**config.mk**
```make
export PLATFORM = sky130hd
export DESIGN_NAME = hps_register_bank
export DESIGN_NICKNAME = d
export VERILOG_FILES = /design/src/rtl/hps_register_bank.sv
export SDC_FILE = /design/constraint.sdc
export NUM_CORES = 1
export LEC_CHECK = 0
export CAP_MARGIN = 20
export CORE_ASPECT_RATIO = 1.1
export CORE_MARGIN = 3
export CORE_UTILIZATION = 25
export CTS_CLUSTER_DIAMETER = 80
export DETAILED_ROUTE_END_ITERATION = 10
export HOLD_SLACK_MARGIN = 0.08
export PLACE_DENSITY = 0.49
export SLEW_MARGIN = 5
export SYNTH_ARGS = -nofsm -noshare
export SYNTH_HDL_FRONTEND = slang
export SYNTH_SLANG_ARGS = --single-unit
export TNS_END_PERCENT = 30
```
**constraint.sdc**
```tcl
create_clock -name clk_dsp -period 6.1 [get_ports clk_dsp]
set_input_delay 1.22 -clock clk_dsp [delete_from_list [all_inputs] [get_ports clk_dsp]]
set_output_delay 1.22 -clock clk_dsp [all_outputs]
set_load 0.01 [all_outputs]
```
**src/rtl/hps_register_bank.sv**
```systemverilog
// Avalon-MM register bank: ID, CTRL, sticky STATUS, frame counter and double-buffered config words.
// Latency: writes take effect next cycle; read data is registered one cycle after the read access.
// Backpressure: none, no waitrequest; every access completes in a single cycle.
module hps_register_bank #(
    parameter int              WIDTH_ADDR = 8,
    parameter int              WIDTH_DATA = 32,
    parameter int              WIDTH_BE   = 8,
    parameter int              NUM_CFG    = 8,
    parameter logic [31:0]     ID_VALUE   = 32'h4844_5201
) (
    input  logic                          clk_dsp,
    input  logic                          reset_n,
    input  logic                          avl_write_dsp,
    input  logic                          avl_chipselect_dsp,
    input  logic [WIDTH_ADDR-1:0]         avl_address_dsp,
    input  logic [WIDTH_BE-1:0]           avl_byteenable_dsp,
    input  logic [WIDTH_DATA-1:0]         avl_writedata_dsp,
    output logic [WIDTH_DATA-1:0]         avl_readdata_dsp,
    input  logic                          frame_start,
    input  logic                          overflow_evt,
    output logic                          ctrl_enable,
    output logic                          soft_rst_pulse,
    output logic                          update_pulse,
    output logic [NUM_CFG*WIDTH_DATA-1:0] cfg_active
);

    localparam logic [WIDTH_ADDR-1:0] ADDR_ID     = WIDTH_ADDR'(0);
    localparam logic [WIDTH_ADDR-1:0] ADDR_CTRL   = WIDTH_ADDR'(1);
    localparam logic [WIDTH_ADDR-1:0] ADDR_STATUS = WIDTH_ADDR'(2);
    localparam logic [WIDTH_ADDR-1:0] ADDR_FCNT   = WIDTH_ADDR'(3);
    localparam logic [WIDTH_ADDR-1:0] ADDR_CFG    = WIDTH_ADDR'(4);

    logic                  wr_en;
    logic                  rd_en;
    logic                  ctrl_wr;
    logic                  status_wr;
    logic                  cfg_hit;
    logic                  cfg_wr;
    logic                  apply_wr;
    logic                  transfer;
    logic [WIDTH_ADDR-1:0] cfg_off;
    logic [WIDTH_DATA-1:0] rd_mux;
    logic                  sticky_ovf;
    logic                  sticky_upd;
    logic                  pending;
    logic [31:0]           frame_cnt;
    logic [WIDTH_DATA-1:0] shadow [NUM_CFG];
    logic [WIDTH_DATA-1:0] active [NUM_CFG];
    logic                  unused_be;

    assign unused_be = &{1'b0, avl_byteenable_dsp[WIDTH_BE-1:4]};

    assign wr_en     = avl_chipselect_dsp & avl_write_dsp;
    assign rd_en     = avl_chipselect_dsp & ~avl_write_dsp;
    assign cfg_off   = avl_address_dsp - ADDR_CFG;
    assign cfg_hit   = (avl_address_dsp >= ADDR_CFG) && (int'(cfg_off) < NUM_CFG);
    assign cfg_wr    = wr_en & cfg_hit;
    assign ctrl_wr   = wr_en & (avl_address_dsp == ADDR_CTRL) & avl_byteenable_dsp[0];
    assign status_wr = wr_en & (avl_address_dsp == ADDR_STATUS) & avl_byteenable_dsp[0];
    assign apply_wr  = ctrl_wr & avl_writedata_dsp[1];
    // Frame start and apply in the same cycle collapse into a single transfer.
    assign transfer  = (frame_start & pending) | apply_wr;

    always_ff @(posedge clk_dsp or negedge reset_n) begin
        if (!reset_n) begin
            ctrl_enable    <= 1'b0;
            soft_rst_pulse <= 1'b0;
        end else begin
            soft_rst_pulse <= ctrl_wr & avl_writedata_dsp[2];
            if (ctrl_wr) ctrl_enable <= avl_writedata_dsp[0];
        end
    end

    // Set events take priority over a simultaneous write-1-to-clear.
    always_ff @(posedge clk_dsp or negedge reset_n) begin
        if (!reset_n) begin
            sticky_ovf <= 1'b0;
            sticky_upd <= 1'b0;
        end else begin
            sticky_ovf <= overflow_evt | (sticky_ovf & ~(status_wr & avl_writedata_dsp[0]));
            sticky_upd <= update_pulse | (sticky_upd & ~(status_wr & avl_writedata_dsp[1]));
        end
    end

    always_ff @(posedge clk_dsp or negedge reset_n) begin
        if (!reset_n) frame_cnt <= '0;
        else if (frame_start) frame_cnt <= frame_cnt + 32'd1;
    end

    // Active copy samples the shadow value from before this cycle's write.
    always_ff @(posedge clk_dsp or negedge reset_n) begin
        if (!reset_n) begin
            for (int k = 0; k < NUM_CFG; k++) begin
                shadow[k] <= '0;
                active[k] <= '0;
            end
            pending      <= 1'b0;
            update_pulse <= 1'b0;
        end else begin
            update_pulse <= transfer;
            if (cfg_wr)        pending <= 1'b1;
            else if (transfer) pending <= 1'b0;
            for (int k = 0; k < NUM_CFG; k++) begin
                if (transfer) active[k] <= shadow[k];
                if (cfg_wr && cfg_off == WIDTH_ADDR'(k)) begin
                    for (int b = 0; b < 4; b++) begin
                        if (avl_byteenable_dsp[b]) shadow[k][8*b +: 8] <= avl_writedata_dsp[8*b +: 8];
                    end
                end
            end
        end
    end

    always_comb begin
        rd_mux = '0;
        case (avl_address_dsp)
            ADDR_ID:     rd_mux = ID_VALUE;
            ADDR_CTRL:   rd_mux = {{(WIDTH_DATA-1){1'b0}}, ctrl_enable};
            ADDR_STATUS: rd_mux = {{(WIDTH_DATA-2){1'b0}}, sticky_upd, sticky_ovf};
            ADDR_FCNT:   rd_mux = frame_cnt;
            default:     rd_mux = '0;
        endcase
        for (int k = 0; k < NUM_CFG; k++) begin
            if (cfg_hit && cfg_off == WIDTH_ADDR'(k)) rd_mux = shadow[k];
        end
    end

    always_ff @(posedge clk_dsp or negedge reset_n) begin
        if (!reset_n) avl_readdata_dsp <= '0;
        else if (rd_en) avl_readdata_dsp <= rd_mux;
    end

    for (genvar g = 0; g < NUM_CFG; g++) begin : g_active
        assign cfg_active[g*WIDTH_DATA +: WIDTH_DATA] = active[g];
    end

endmodule

```
# After elaboration in Yosys (flattened, before gate mapping)
# Cells that the tools add are included.
classes:
  reduce_logical: 52
  n_eq_ne: 10
  magnitude_cmp: 2
  n_bitwise: 20
  add_sub_neg: 2
  muxes: 11
op_table:
  columns: ["cell", "n"]
  rows:
  - ["2-to-1 mux 32 bit", 8]
  - ["one-hot mux 32 bit (4 select lines)", 1]
  - ["AND reduction 2 bit", 32]
  - ["adder 32 x 1 -> 32 bit (second input constant)", 1]
  - ["== test 8 x 2 -> 1 bit (second input constant)", 4]
  - ["== test 8 x 3 -> 1 bit (second input constant)", 4]
  - ["logical AND 1 bit", 17]
  - ["== test 8 x 1 -> 1 bit (second input constant)", 2]
  - ["zero test 8 bit", 2]
  - ["bitwise AND 1 bit", 14]
  - ["greater-or-equal comparator 8 x 3 -> 1 bit (second input constant)", 1]
  - ["< comparator 8 x 4 -> 1 bit (second input constant)", 1]
  - ["subtractor 8 x 3 -> 8 bit (second input constant)", 1]
  - ["inverter 1 bit", 3]
  - ["bitwise OR 1 bit", 3]
  - ["2-to-1 mux 1 bit", 2]
  - ["nonzero test 2 bit", 1]
totals:
  output_inout_bits: 291
  register_bits: 582

# Logic depth before layout (Yosys ltp)
depth:
  ltp_word: 12
  mapped_depth: 10
  ltp_nobuf: 8

# Least setup slack after synthesis
# Ideal clock, no wire load.
synth_timing:
  kind: "input port to flip-flop"
  startpoint: "input avl_address_dsp[3]"
  endpoint: "register shadow[162] (netlist name)"
  setup_ns: 0.125
  setup_slack_ns: 2.750
  path_buffers: 2
  stages: 9
  arrival_ns: 3.225
  t_required_ns: 5.975
  cell_sequence: "inv_1 > ha_1 > clkbuf_1 > nand4bb_1 > buf_2 > a2111oi_4 > o21ai_2 > nor2_2 > mux2_2"
synth_via:
  elab_chain_len: 6
  word_cells_on_any_way: 8
  cone_classes: "add/sub (1); order compare (2); eq/ne (1); bitwise (1); reduce/logical (3)"
synth_rtl:
  columns: ["item", "line", "rtl"]
  rows:
  - ["from (decl)", "15", "input logic [WIDTH_ADDR-1:0] avl_address_dsp,"]
  - ["subtractor 8 x 3 -> 8 bit", "55", "assign cfg_off = avl_address_dsp - ADDR_CFG;"]
  - ["< comparator 8 x 4 -> 1 bit", "56", "assign cfg_hit = (avl_address_dsp >= ADDR_CFG) && (int'(cfg_off) < NUM_CFG);"]
  - ["logical AND 1 bit", "56", null]
  - ["bitwise AND 1 bit", "57", "assign cfg_wr = wr_en & cfg_hit;"]
  - ["logical AND 1 bit *", "105", "if (cfg_wr && cfg_off == WIDTH_ADDR'(k)) begin"]
  - ["AND reduction 2 bit (no source line) *", null, null]
  - ["to (signal, indexed assignment)", "107", "if (avl_byteenable_dsp[b]) shadow[k][8*b +: 8] <= avl_writedata_dsp[8*b +: 8];"]
  - ["to (decl)", "47", "logic [WIDTH_DATA-1:0] shadow [NUM_CFG];"]
# Mark *: on every way between the ends. The rest lies on a longest branch, timed or not.
# A chain may end at the register's enable or synchronous reset.

# Worst setup path in the final report
layout_timing:
  startpoint: "input avl_address_dsp[3]"
  endpoint: "register shadow[179] (netlist name)"
# Same word-level chain as after synthesis.

==> summary.md <==
| Metric | Value |
|---|---|
| Post-CTS resize count | `0` |
| Reg2Reg Setup Slack | `3670 ps` |
| First DRT Iteration DRCs | `1120` |
| H-tree depth | `3` |
| Max VDD drop | `0.182 mV` |
| Syn Std Cell Area | `25500 um^2` |
| Clk pin slew, worst setup/hold paths | `60 ps` |
| Placed Instances | `3427` |
| Tot GR Track Use | `0.181` |
| Hold Path Cell Cnt | `1` |
| Top_reg_cell synth | `dfrtp_1` |
| Synth area leaders | `dfrtp_1 57%, mux2_2 13%, mux2_4 13%, a221oi_1 1.2%, buf_6 1.1%` |
| Max incr delay on CP | `930 ps` |
| FMAX | `207 MHz` |
| Die footprint | `106000 um^2` |
| CP Cell Sequence | `clkdlybuf4s50_1 -> inv_1 -> ha_1 -> nand4bb_1 -> nor2_1 -> o21ai_2 -> nor2_2 -> mux2_2` |
| Routability cong. | `0.826` |
| Worst Hold Path EP | `frame_cnt[31]` |
| Number of global-route vias before repair | `18236` |
| Detailed Routing Iterations Pass 1 | `8` |
| HPWL after detailed placement | `67200 um` |
| Crit Path Class | `input pin to flip-flop` |
| Worst setup EP type | `flip-flop` |
| Rel. slew slack | `0.298` |
| CTS Root Cell | `clkbuf_16` |
| Max FO, Critical Path | `10` |
| CP delay by family, top | `simple AND/OR/NAND/NOR gates` |
| P per Cell Area | `276 nW/um^2` |
| Reg2reg end | `frame_cnt[31]` |
| Final Max Tran Viols | `0` |
| Worst Max-Slew Pin Slew | `1050 ps` |
| FF+latch count, synth | `582` |
| Fin crit share | `0.791` |
| Run status | `finished clean` |
| Fill count | `9990` |
| Core Rows | `122` |
| Post-synth EDFFs | `0` |
| CP max stage cell | `nor2_1` |
| HP Class | `flip-flop to flip-flop` |
| CTS Buf Count | `69` |
| Post-route ant nets | `0` |
| Mapped Cells | `1766` |
| Core region area | `101000 um^2` |
| Hold Crit Start | `frame_cnt[31]` |
| Seq/Total Area, Yosys | `0.571` |
| Die Wd | `310 um` |
| Deepest clock path buffer count | `3` |
| Initial core utilization | `0.253` |
| Initial antenna violation count | `16` |
| Syn nets | `1825` |
| DRC viols | `0` |
| Async set-or-reset flop fraction in the synthesized netlist | `1.00` |
| Final WL | `96700 um` |
| WP buf/inv | `2` |
| Max cap viols | `0` |
| Nets | `2193` |
| Leakage power | `15.5 nW` |
| Hold Vio Cnt, Final | `0` |
| Final critical-path required period | `4820 ps` |
| Drt wl/cell | `27.2 um` |
| CTS tree | `done` |
| Post-CTS Setup Bufs | `0` |
| RSZ-0062 raised after global routing | `false` |
| Setup TNS | `0 ps` |
| Clock skew | `29.5 ps` |
| Largest net degree at the start of global routing | `140` |
| Required @ worst endpoint | `6600 ps` |
| Final setup fails | `0` |
| Design Area, Final | `32900 um^2` |
| Ratio of cells with drive above 1 in the final layout | `0.331` |
| Vias/cell | `4.79` |
| Top Ports | `345` |
| Leading area contributor after synthesis | `dfrtp_1` |
| First-pass GRT wire length | `137000 um` |
| Layout overhead on the synthesized area | `29.0%` |
| Post-cts hold buffer count | `0` |
| Critical path startpoint category | `input pin` |
| DP Area | `30500 um^2` |
| Final Total Pwr | `9.07 mW` |
| CTS Sinks | `582` |
| Global route overflow | `0` |
| Total number of vias | `17055` |
| Distinct cells, synth | `70` |
| Non-Filler Instances | `3560` |
| Synth warnings | `0` |
| Critical Path AT | `5320 ps` |
| Skew-Pair Late Insertion Delay | `620 ps` |
| FF-to-FF Start | `frame_cnt[2]` |
| Number of port buffers | `340` |
| Reg2Reg Depth | `6` |
| Die Y-Extent | `341 um` |
| Area fraction of the dominant cell type after synthesis | `0.571` |
| Avg Cell Area, Syn | `14.4 um^2` |
| Min Hold Slack | `477 ps` |
## worst max-delay path by stage
stage	to	slack, ps	cells past startpoint	from
2_1_floorplan	shadow[162]	2750	9	avl_address_dsp[3]
3_3_place_gp	shadow[247]	1030	8	avl_address_dsp[2]
3_5_place_dp	shadow[180]	860	8	avl_address_dsp[3]
4_1_cts	shadow[170]	1500	8	avl_address_dsp[3]
5_1_grt	shadow[179]	1340	8	avl_address_dsp[3]
6_report	shadow[179]	1280	8	avl_address_dsp[3]
## Yosys cell counts (3+ instances only)
library cell and n:
buf_4 3, nand4_1 13, a31oi_1 6, and2_1 11, o221ai_1 12, nor3_1 11
buf_2 14, a32oi_1 6, mux2_4 218, a221oi_1 35, nor2_1 41, buf_6 25
a22o_1 12, or3_1 3, nand3_1 23, xnor2_1 26, and3_1 13, mux2i_1 4
o31ai_1 3, mux2_2 298, nand2b_1 5, dfrtp_1 582, o211ai_1 6, a32o_1 8
a211o_1 7, xor2_1 5, nand2_1 74, a21oi_1 39, ha_1 5, nor2_2 16
a211oi_1 8, o22ai_1 26, a2bb2oi_1 21, clkbuf_1 53, o21ai_0 56, a222oi_1 10
a21o_1 6, inv_1 5, nor3b_1 3, a22oi_1 14
## cell usage in the layout (no fill, tap or decap), types with 10 or more instances in the layout
| cell | n |
|---|---|
| a21oi_1 | 39 |
| a221oi_1 | 35 |
| a222oi_1 | 10 |
| a22o_1 | 12 |
| a22oi_1 | 14 |
| a2bb2oi_1 | 21 |
| and2_1 | 11 |
| and3_1 | 13 |
| buf_4 | 48 |
| clkbuf_1 | 10 |
| clkbuf_16 | 71 |
| clkbuf_8 | 13 |
| clkdlybuf4s50_1 | 339 |
| clkinv_2 | 14 |
| dfrtp_1 | 582 |
| mux2_2 | 298 |
| mux2_4 | 218 |
| nand2_1 | 74 |
| nand3_1 | 23 |
| nand4_1 | 13 |
| nor2_1 | 38 |
| nor2_2 | 19 |
| o21ai_0 | 56 |
| o221ai_1 | 12 |
| o22ai_1 | 26 |
| xnor2_1 | 26 |
## cells by family after synthesis
kind of cell / count (synthesis) / synth area share
AO/OA/AOI/OAI: 290 / 0.0823
AND/OR/NAND/NOR: 234 / 0.0468
XOR/XNOR: 31 / 0.0107
flip-flops: 582 / 0.571
multiplexers: 521 / 0.263
adder cells (fa/ha/maj): 5 / 0.00245
buffers and inverters: 103 / 0.0237
## area by class of cell
| type | count | area [um^2] | share of cell area |
|---|---|---|---|
| sequential | 582 | 14600 | 0.443 |
| multi-input combinational | 1081 | 10400 | 0.315 |
| timing repair buffer | 394 | 3890 | 0.118 |
| clock buffer | 94 | 1990 | 0.0606 |
| tap | 1364 | 1710 | 0.0519 |
| clock inverter | 31 | 314 | 0.00955 |
| inverter | 6 | 22.5 | 0.000685 |
| antenna | 8 | 20.0 | 0.000609 |
## registers in the layout (all words and copies together) (netlist names)
register          cells
cfg_active          256
shadow              256
avl_readdata_dsp     32
frame_cnt            32
ctrl_enable           1
pending               1
soft_rst_pulse        1
sticky_ovf            1
sticky_upd            1
update_pulse          1
## metrics by stage
step | utilization | setup slack [ps]
after floorplan | - | 2750
after global placement | 0.303 | 1030
after detailed placement | 0.303 | 858
after CTS | 0.326 | 1500
after global routing | 0.326 | 1340
final | 0.326 | 1280
## power breakdown
part	internal (mW)	switching [mW]
Sequential	3.96	0.0960
Clock	2.48	1.71
Combinational	0.360	0.472
Total	6.80	2.28
## routing by layer
| metal | global-route usage | wire length, um | share of wire |
|---|---|---|---|
| met5 | 0 | 66 | 0.00068 |
| met3 | 0.0613 | 8420 | 0.087 |
| met4 | 0.0697 | 3480 | 0.036 |
| met1 | 0.227 | 39900 | 0.41 |
| met2 | 0.287 | 44800 | 0.46 |
No activity file was read; power rests on OpenSTA's default activity.
